File: src/rtl/if_fetch_ctrl.sv
// Instruction fetch sequencer: owns the PC, runs a single-outstanding req/gnt/rvalid
// fetch, and hands words to ID with branch-after-delay-slot and immediate exception redirects.
module if_fetch_ctrl #(
    parameter logic [31:0] RESET_PC   = 32'hBFC0_0000,
    parameter logic [31:0] EXC_VECTOR = 32'hBFC0_0380
) (
    input  logic        clk,
    input  logic        resetn,
    input  logic        redirect_valid,
    input  logic [31:0] redirect_pc,
    input  logic        exc_valid,
    input  logic        stall,
    output logic        imem_req,
    output logic [31:0] imem_addr,
    input  logic        imem_gnt,
    input  logic        imem_rvalid,
    input  logic [31:0] imem_rdata,
    output logic        if_valid,
    output logic [31:0] if_pc,
    output logic [31:0] if_inst
);

    typedef enum logic [1:0] {S_REQ, S_WAIT, S_OUT} state_t;

    state_t      r_state, w_state_nxt;
    logic [31:0] r_pc, w_pc_nxt;
    logic [31:0] r_addr, w_addr_nxt;
    logic        r_kill, w_kill_nxt;
    logic        r_pend_valid, w_pend_valid_nxt;
    logic [31:0] r_pend_pc, w_pend_pc_nxt;
    logic        r_if_valid, w_if_valid_nxt;
    logic [31:0] r_if_pc, r_if_inst;
    logic        w_load;
    logic [31:0] w_seq_pc;

    // r_addr is the address actually on the bus; it can lag r_pc when an
    // exception lands while a request is still waiting for its grant.
    always_ff @(posedge clk or negedge resetn) begin
        if (!resetn) begin
            r_state      <= S_REQ;
            r_pc         <= RESET_PC;
            r_addr       <= RESET_PC;
            r_kill       <= 1'b0;
            r_pend_valid <= 1'b0;
            r_pend_pc    <= 32'd0;
            r_if_valid   <= 1'b0;
            r_if_pc      <= 32'd0;
            r_if_inst    <= 32'd0;
        end else begin
            r_state      <= w_state_nxt;
            r_pc         <= w_pc_nxt;
            r_addr       <= w_addr_nxt;
            r_kill       <= w_kill_nxt;
            r_pend_valid <= w_pend_valid_nxt;
            r_pend_pc    <= w_pend_pc_nxt;
            r_if_valid   <= w_if_valid_nxt;
            if (w_load) begin
                r_if_pc   <= r_pc;
                r_if_inst <= imem_rdata;
            end
        end
    end

    always_comb begin
        w_state_nxt      = r_state;
        w_pc_nxt         = r_pc;
        w_addr_nxt       = r_addr;
        w_kill_nxt       = r_kill;
        w_pend_valid_nxt = r_pend_valid;
        w_pend_pc_nxt    = r_pend_pc;
        w_if_valid_nxt   = r_if_valid;
        w_load           = 1'b0;
        w_seq_pc         = r_pend_valid ? r_pend_pc : r_pc + 32'd4;

        case (r_state)
            S_REQ: begin
                if (imem_gnt) w_state_nxt = S_WAIT;
            end
            S_WAIT: begin
                if (imem_rvalid) begin
                    if (r_kill) begin
                        w_kill_nxt  = 1'b0;
                        w_addr_nxt  = r_pc;
                        w_state_nxt = S_REQ;
                    end else begin
                        w_load         = 1'b1;
                        w_if_valid_nxt = 1'b1;
                        w_state_nxt    = S_OUT;
                    end
                end
            end
            S_OUT: begin
                if (!stall) begin
                    w_pc_nxt         = w_seq_pc;
                    w_addr_nxt       = w_seq_pc;
                    w_pend_valid_nxt = 1'b0;
                    w_if_valid_nxt   = 1'b0;
                    w_state_nxt      = S_REQ;
                end
            end
            default: w_state_nxt = S_REQ;
        endcase

        // A redirect seen in the consume cycle belongs to the instruction just
        // consumed, so it must survive the pend clear above.
        if (redirect_valid) begin
            w_pend_valid_nxt = 1'b1;
            w_pend_pc_nxt    = redirect_pc & 32'hFFFF_FFFC;
        end

        if (exc_valid) begin
            w_pend_valid_nxt = 1'b0;
            w_pend_pc_nxt    = r_pend_pc;
            w_if_valid_nxt   = 1'b0;
            w_load           = 1'b0;
            w_pc_nxt         = EXC_VECTOR;
            case (r_state)
                S_REQ: begin
                    // request cannot be withdrawn; its response is dropped later
                    w_kill_nxt = 1'b1;
                    w_addr_nxt = r_addr;
                end
                S_WAIT: begin
                    if (imem_rvalid) begin
                        w_kill_nxt  = 1'b0;
                        w_addr_nxt  = EXC_VECTOR;
                        w_state_nxt = S_REQ;
                    end else begin
                        w_kill_nxt  = 1'b1;
                        w_state_nxt = S_WAIT;
                    end
                end
                default: begin
                    w_addr_nxt  = EXC_VECTOR;
                    w_state_nxt = S_REQ;
                end
            endcase
        end
    end

    assign imem_req  = resetn && (r_state == S_REQ);
    assign imem_addr = r_addr;
    assign if_valid  = r_if_valid;
    assign if_pc     = r_if_pc;
    assign if_inst   = r_if_inst;

endmodule

File: config.mk
export PLATFORM = sky130hd
export DESIGN_NAME = if_fetch_ctrl
export DESIGN_NICKNAME = d
export VERILOG_FILES = /design/src/rtl/if_fetch_ctrl.sv
export SDC_FILE = /design/constraint.sdc
export NUM_CORES = 1
export LEC_CHECK = 0
export BUFFER_PORTS_ARGS = -buffer_cell sky130_fd_sc_hd__buf_2
export CAP_MARGIN = 20
export CORE_UTILIZATION = 40
export CTS_CLUSTER_SIZE = 12
export DETAILED_ROUTE_END_ITERATION = 8
export GPL_ROUTABILITY_DRIVEN = 0
export PLACE_DENSITY = 0.64
export SYNTH_ARGS = -nofsm -noshare
export SYNTH_HDL_FRONTEND = slang
export SYNTH_SLANG_ARGS = --single-unit
File: constraint.sdc
create_clock -name clk -period 4.65 [get_ports clk]
set_input_delay 1.395 -clock clk [delete_from_list [all_inputs] [get_ports clk]]
set_output_delay 1.395 -clock clk [all_outputs]
set_load 0.01 [all_outputs]
==> qor.yml, run 1 <==
cts:
  clock-sinks: 163
  cts_hold_buf: 0
  htreeDepth: 4
  postCtsSetupBuffers: 0
  cts_inserted_buffers: 17
  clockBufferDepth: 2
  clk_pin_slew_ns: 0.06
  cts-root-buf: "clkbuf_16"
  cts_resized: 0
  clk_latency_ns: 0.44
  cts_tree: "built"
synth:
  synth-edff-count: 0
  netlist_area_mm2: 0.00780
  postSynthAreaPerCell_um2: 10.7
  ys_ff_latch: 163
  synth-async-reset-ratio_pct: 100
  synthFlopType: "dfrtp_1"
  synthCells: 727
  synth.distinct_cells: 64
  ys_seq_area_share_pct: 52.6
  synth_fp_nets: 803
  ys_warn_count: 0
floorplanning:
  dieWidth_um: 142
  coreArea_mm2: 0.0189
  rows: 50
  ios: 169
  dieArea_mm2: 0.0201
  start_util_pct: 41.3
  die_h_um: 142
route:
  drt_wl_total_um: 21100
  drc: 0
  avgViaCountPerCell: 5.45
  ant_nets: 0
  vias: 6276
  initialDrtViolationCount: 422
  dr.pass1.iters: 6
  routedWlPerCell_um: 18.3
sta:
  finalCritPeriodShare_pct: 72.9
  worstMarginPinSlew_ns: 1.04
  worst_slack_ns: 1.26
  final.setup.tns_ns: 0
  rsz0062_at_grt: "no"
  setup_viol: 0
  fmax_mhz: 295
  hold-worst-slack_ns: 0.471
  drv_slew: 0
  hold_violations: 0
  max-slew-margin-rel_pct: 29.9
  min_period_ns: 3.39
  skew_ns: 0.0111
cells_and_area:
  n_antenna_cell: 0
  layout.nets: 954
  drive_above_1_share_pct: 38.7
  finalCoreUtilization_pct: 50.3
  area_delta_synth_final_pct: 21.9
grt:
  grt_overflow: 0
  grtUsageTotal_pct: 21.7
  grt_max_degree: 70
  antenna_found_initial: 0
  grt_pass1_vias: 5900
  grt_pass1_wl_um: 33100
worst_setup_path:
  required_ns: 3.25
  worstPathMaxFanout: 36
  cp_data_arrival_time_ns: 2.00
  crit_chain: "buf_6, and2_1, buf_2"
  crit_type: "input port to primary output"
  max_stage_delay_ns: 0.29
  start_kind: "input port"
  critical_path.endpoint_type: "primary output"
  cpMaxStageDelayCell: "buf_6"
power:
  p_leak_nw: 4.31
  ir_drop_mv: 0.283
  power-per-cell-area_mw_per_mm2: 517
  total_power_mw: 4.92
job:
  maxCapViolations: 0
hold_path:
  hp-class: "flop to flop"
status:
  outcome: "finished, final reports clean"
placed_design:
  pre_cts_ws_ns: 1.23
  io_buffers: 166
  dp_hpwl_um: 14200
==> worst max-delay path, delay by kind of cell <==
kind                   cells  cell delay [ns]
buffers and inverters      2             0.41
and+or+nand+nor            1             0.17
==> final timing paths <==
kind                                           start                        end  slack (ns)  cells after the start
setup / recovery                              resetn                   imem_req        1.26                      3
hold / removal             imem_addr[25]$_DFFE_PN1P_  imem_addr[25]$_DFFE_PN1P_        0.47                      2
setup reg to reg                 r_pc[2]$_DFFE_PN0P_       r_pc[28]$_DFFE_PN1P_        1.85                      7
hold reg to reg            imem_addr[25]$_DFFE_PN1P_  imem_addr[25]$_DFFE_PN1P_        0.47                      2
max in group asynchronous                     resetn       r_state[0]$_DFF_PN0_        2.57                      2
min in group asynchronous                     resetn  r_pend_pc[20]$_DFFE_PN0P_        0.86                      1
==> stage by stage <==
stage / cell area (µm²) / instances
after floorplan: 7800 / 727
after global placement: 8890 / 1119
after detailed placement: 8890 / 1119
after CTS: 9510 / 1151
after global routing: 9510 / 1151
final: 9510 / 1151
==> metal layers <==
metal / vias to the layer above / track usage, % / wire, µm
li1: 2940 / - / -
met1: 3111 / 29.5 / 9400
met2: 210 / 34.8 / 10200
met3: 15 / 5.67 / 1340
met4: 0 / 4.98 / 169
met5: - / 0 / 0
==> logic make-up after synthesis <==
group	count (synthesis)	synth area share (%)
buffers and inverters	60	3.06
flip-flops	163	52.6
AO/OA/AOI/OAI	193	15.6
multiplexers	99	14.2
adder cells (fa/ha/maj)	5	0.802
AND/OR/NAND/NOR	194	12.3
XOR/XNOR	13	1.46
==> state kept, by name, summed over array words and instances (netlist names) <==
signal,cells
if_inst,32
if_pc,32
if_valid,1
imem_addr,32
r_kill,1
r_pc,32
r_pend_pc,30
r_pend_valid,1
r_state,2
==> cells in the mapped netlist, drive strengths merged (2+ instances only) <==
library cell,number,area (µm²)
xor2,9,78.8
nor4,7,50.1
nand2b,6,37.5
a31oi,5,31.3
nand2,66,248
a32oi,4,35.0
mux2,96,1080
and3,9,57.6
nor3,9,45.0
nor3b,7,52.6
or2,7,43.8
a21o,11,83.8
o211ai,6,45.0
dfrtp,145,3630
a222oi,2,20.0
o2bb2ai,2,17.5
nand3,19,95.1
a211oi,2,20.0
o22ai,7,43.8
nand4,6,52.6
a211o,2,17.5
xnor2,4,35.0
o21ai,52,260
clkbuf,36,135
a221oi,6,52.6
and2,5,31.3
o31ai,5,42.5
buf,12,58.8
a2bb2oi,3,26.3
a22oi,7,52.6
dfstp,18,473
inv,12,45.0
nor2b,5,31.3
nor2,42,160
o21a,3,22.5
ha,5,62.6
a221o,4,40.0
mux2i,3,30.0
a21oi,61,305
a22o,4,35.0
==> final cells by class <==
cell class | count | area [µm²]
clock inverter | 14 | 194
inverter | 12 | 45.0
multi-input combinational | 504 | 3470
tap | 260 | 325
timing repair buffer | 180 | 942
clock buffer | 18 | 429
sequential | 163 | 4100
fill | 1799 | 9380
==> report_power, final <==
group	switching, mW	internal (mW)	leakage, nW
Sequential	0.187	1.76	2.01
Clock	0.627	0.864	0.302
Combinational	0.855	0.630	2.00
Total	1.67	3.25	4.31
==> layout by cell type (no fill, tap or decap), types with 7 or more instances in the layout <==
cell,instances
xor2_1,9
inv_1,12
mux2_2,96
nor2_1,40
o22ai_1,7
a22oi_1,7
nor3b_1,7
or2_2,7
dfrtp_1,145
clkbuf_16,17
and3_1,8
nand2_1,66
a21o_1,10
o21ai_0,50
buf_2,165
a21oi_1,61
dfstp_2,18
buf_4,14
nand3_1,19
nor3_1,9
No activity file was read; power rests on OpenSTA's default activity.
==> inputs of run 2 (changes only) <==
- PLACE_DENSITY: 0.64 -> 0.66
- clock period: 4.65 -> 2.92 ns (I/O delays scaled with it)
==> run 2 against run 1 <==
Effect of this change:
- final cell count increased by 1.4%
- via count increased by 0.65%
- utilization increased by 0.89 points
- critical endpoint unchanged
- die area unchanged
- clock power increased by 65%
- wire length increased by 0.38%
- clock skew about the same
- worst setup slack got worse by 0.74 ns
- combinational power increased by 64%
==> qor.yml, run 2 (same netlist as run 1, synthesis figures left out) <==
sta:
  min_period_ns: 2.40
  fmax_mhz: 417
  drv_slew: 0  # unchanged
  worstMarginPinSlew_ns: 0.888  # -0.154 ns
  finalCritPeriodShare_pct: 82.2
  hold_violations: 0  # unchanged
  max-slew-margin-rel_pct: 40.8  # +11 points
  rsz0062_at_grt: "no"
  final.setup.tns_ns: 0  # unchanged
  setup_viol: 0  # unchanged
  skew_ns: 0.0111  # -0.0000157 ns
cts:
  clk_pin_slew_ns: 0.07  # about the same
  cts_tree: "built"
  clk_latency_ns: 0.44  # about the same
  clockBufferDepth: 2  # unchanged
  cts_resized: 0  # unchanged
  cts_inserted_buffers: 17  # unchanged
  cts-root-buf: "clkbuf_16"
  postCtsSetupBuffers: 0  # unchanged
  clock-sinks: 163  # unchanged
  htreeDepth: 4  # unchanged
  cts_hold_buf: 0  # unchanged
floorplanning:
  die_h_um: 142  # unchanged
  start_util_pct: 41.3  # unchanged
  dieArea_mm2: 0.0201  # unchanged
  rows: 50  # unchanged
  ios: 169  # unchanged
  coreArea_mm2: 0.0189  # unchanged
  dieWidth_um: 142  # unchanged
job:
  maxCapViolations: 0  # unchanged
worst_setup_path:
  worstPathMaxFanout: 7  # -81%
  reg2regPathDepth: 8  # +1
  critical_path.endpoint_type: "primary output"
  crit_chain: "inv_1, ha_1, and2_1, buf_2"
  start_kind: "flop"
  r2r_end: "imem_addr[22]$_DFFE_PN1P_"
  crit_type: "flop to primary output"
  max_stage_delay_ns: 0.42  # +0.13 ns
  cpMaxStageDelayCell: "dfrtp_1"
  reg2reg_from: "r_pc[2]$_DFFE_PN0P_"
  ff2ff_setup_slack_ns: 0.52  # -1.33 ns
  cp_data_arrival_time_ns: 1.52  # -0.48 ns
  required_ns: 2.04  # -1.21 ns
hold_path:
  hp-start: "imem_addr[21]$_DFFE_PN0P_"
  holdPathStages: 1  # -1
  holdPathEnd: "imem_addr[21]$_DFFE_PN0P_"
  hp-class: "flop to flop"
cells_and_area:
  layout.nets: 970  # +1.7%
  seq_area_mm2: 0.00410  # unchanged
  drive_above_1_share_pct: 39.8  # +1.1 points
  finalCoreUtilization_pct: 51.2  # +0.89 points
  num-fill-cells: 1755  # -2.4%
  finalNonFillerCells: 1167  # +1.4%
  mostFrequentLayoutCells: "buf_2, dfrtp_1, mux2_2"
  area_delta_synth_final_pct: 24.0
  n_antenna_cell: 0  # unchanged
  multi_input_area_mm2: 0.00347  # unchanged
  layout_commonest_cell: "buf_2"
placed_design:
  io_buffers: 166  # unchanged
  dp_hpwl_um: 14400  # +1.5%
  dp.cells: 1135  # +1.4%
power:
  power-per-cell-area_mw_per_mm2: 826  # +60%
  ir_drop_mv: 0.483  # +71%
  p_leak_nw: 4.40  # +2.1%
  total_power_mw: 8.00  # +63%
grt:
  grt_pass1_vias: 6052  # +2.6%
  grt_max_degree: 164  # +130%
  antenna_found_initial: 0  # unchanged
  grt_pass1_wl_um: 33500  # +1.0%
  grtUsageTotal_pct: 21.9  # +0.15 points
  grt_overflow: 0  # unchanged
status:
  outcome: "finished, final reports clean"
route:
  ant_nets: 0  # unchanged
  avgViaCountPerCell: 5.41  # -0.73%
  dr.pass1.iters: 5  # -1
  drt_wl_total_um: 21100  # +0.38%
  drc: 0  # unchanged
  initialDrtViolationCount: 522  # +24%
  vias: 6317  # +0.65%
  routedWlPerCell_um: 18.1  # -0.99%
run 2: worst max path at each step:
stage | from | end | slack (ns) | cells past startpoint
after floorplan | exc_valid | imem_addr[28]$_DFFE_PN1P_ | 0.59 | 7
after global placement | imem_rvalid | imem_addr[16]$_DFFE_PN0P_ | 0.36 | 8
after detailed placement | imem_rvalid | imem_addr[16]$_DFFE_PN0P_ | 0.33 | 8
after CTS | r_state[0]$_DFF_PN0_ | imem_req | 0.51 | 4
after global routing | r_state[1]$_DFF_PN0_ | imem_addr[16]$_DFFE_PN0P_ | 0.31 | 9
final | r_state[0]$_DFF_PN0_ | imem_req | 0.52 | 4
run 2: through the flow:
stage | instance area (µm²) | hold slack (ns) | worst slack, ns
after floorplan | 7800 | 0.472 | 0.592
after global placement | 9030 | 0.458 | 0.358
after detailed placement | 9030 | 0.463 | 0.331
after CTS | 9680 | 0.474 | 0.511
after global routing | 9680 | 0.501 | 0.308
final | 9680 | 0.477 | 0.519
run 2: area by class of cell:
class,instances,area share (%)
clock inverter,14,2.24
tap,260,3.36
clock buffer,18,4.43
inverter,12,0.465
sequential,163,42.4
multi-input combinational,504,35.9
timing repair buffer,196,11.2
run 2: worst max-delay path: cells and delay by family (launching register included):
family,cells,cell delay [ns]
flops,1,0.42
fa+ha+maj,1,0.29
buf+inv,2,0.22
simple gates,1,0.16
run 2: power by group:
group / leakage [nW] / internal (mW) / switching [mW] / total [mW]
Sequential: 2.01 / 2.80 / 0.303 / 3.10
Clock: 0.307 / 1.46 / 1.00 / 2.46
Combinational: 2.09 / 1.07 / 1.37 / 2.43
run 2: layer usage:
metal / track usage [%] / up-vias / routed length, µm
met2: 34.4 / 214 / 10000
met3: 4.52 / 31 / 1240
li1: - / 2974 / -
met1: 29.7 / 3098 / 9410
met5: 0 / - / 0
met4: 8.38 / 0 / 443
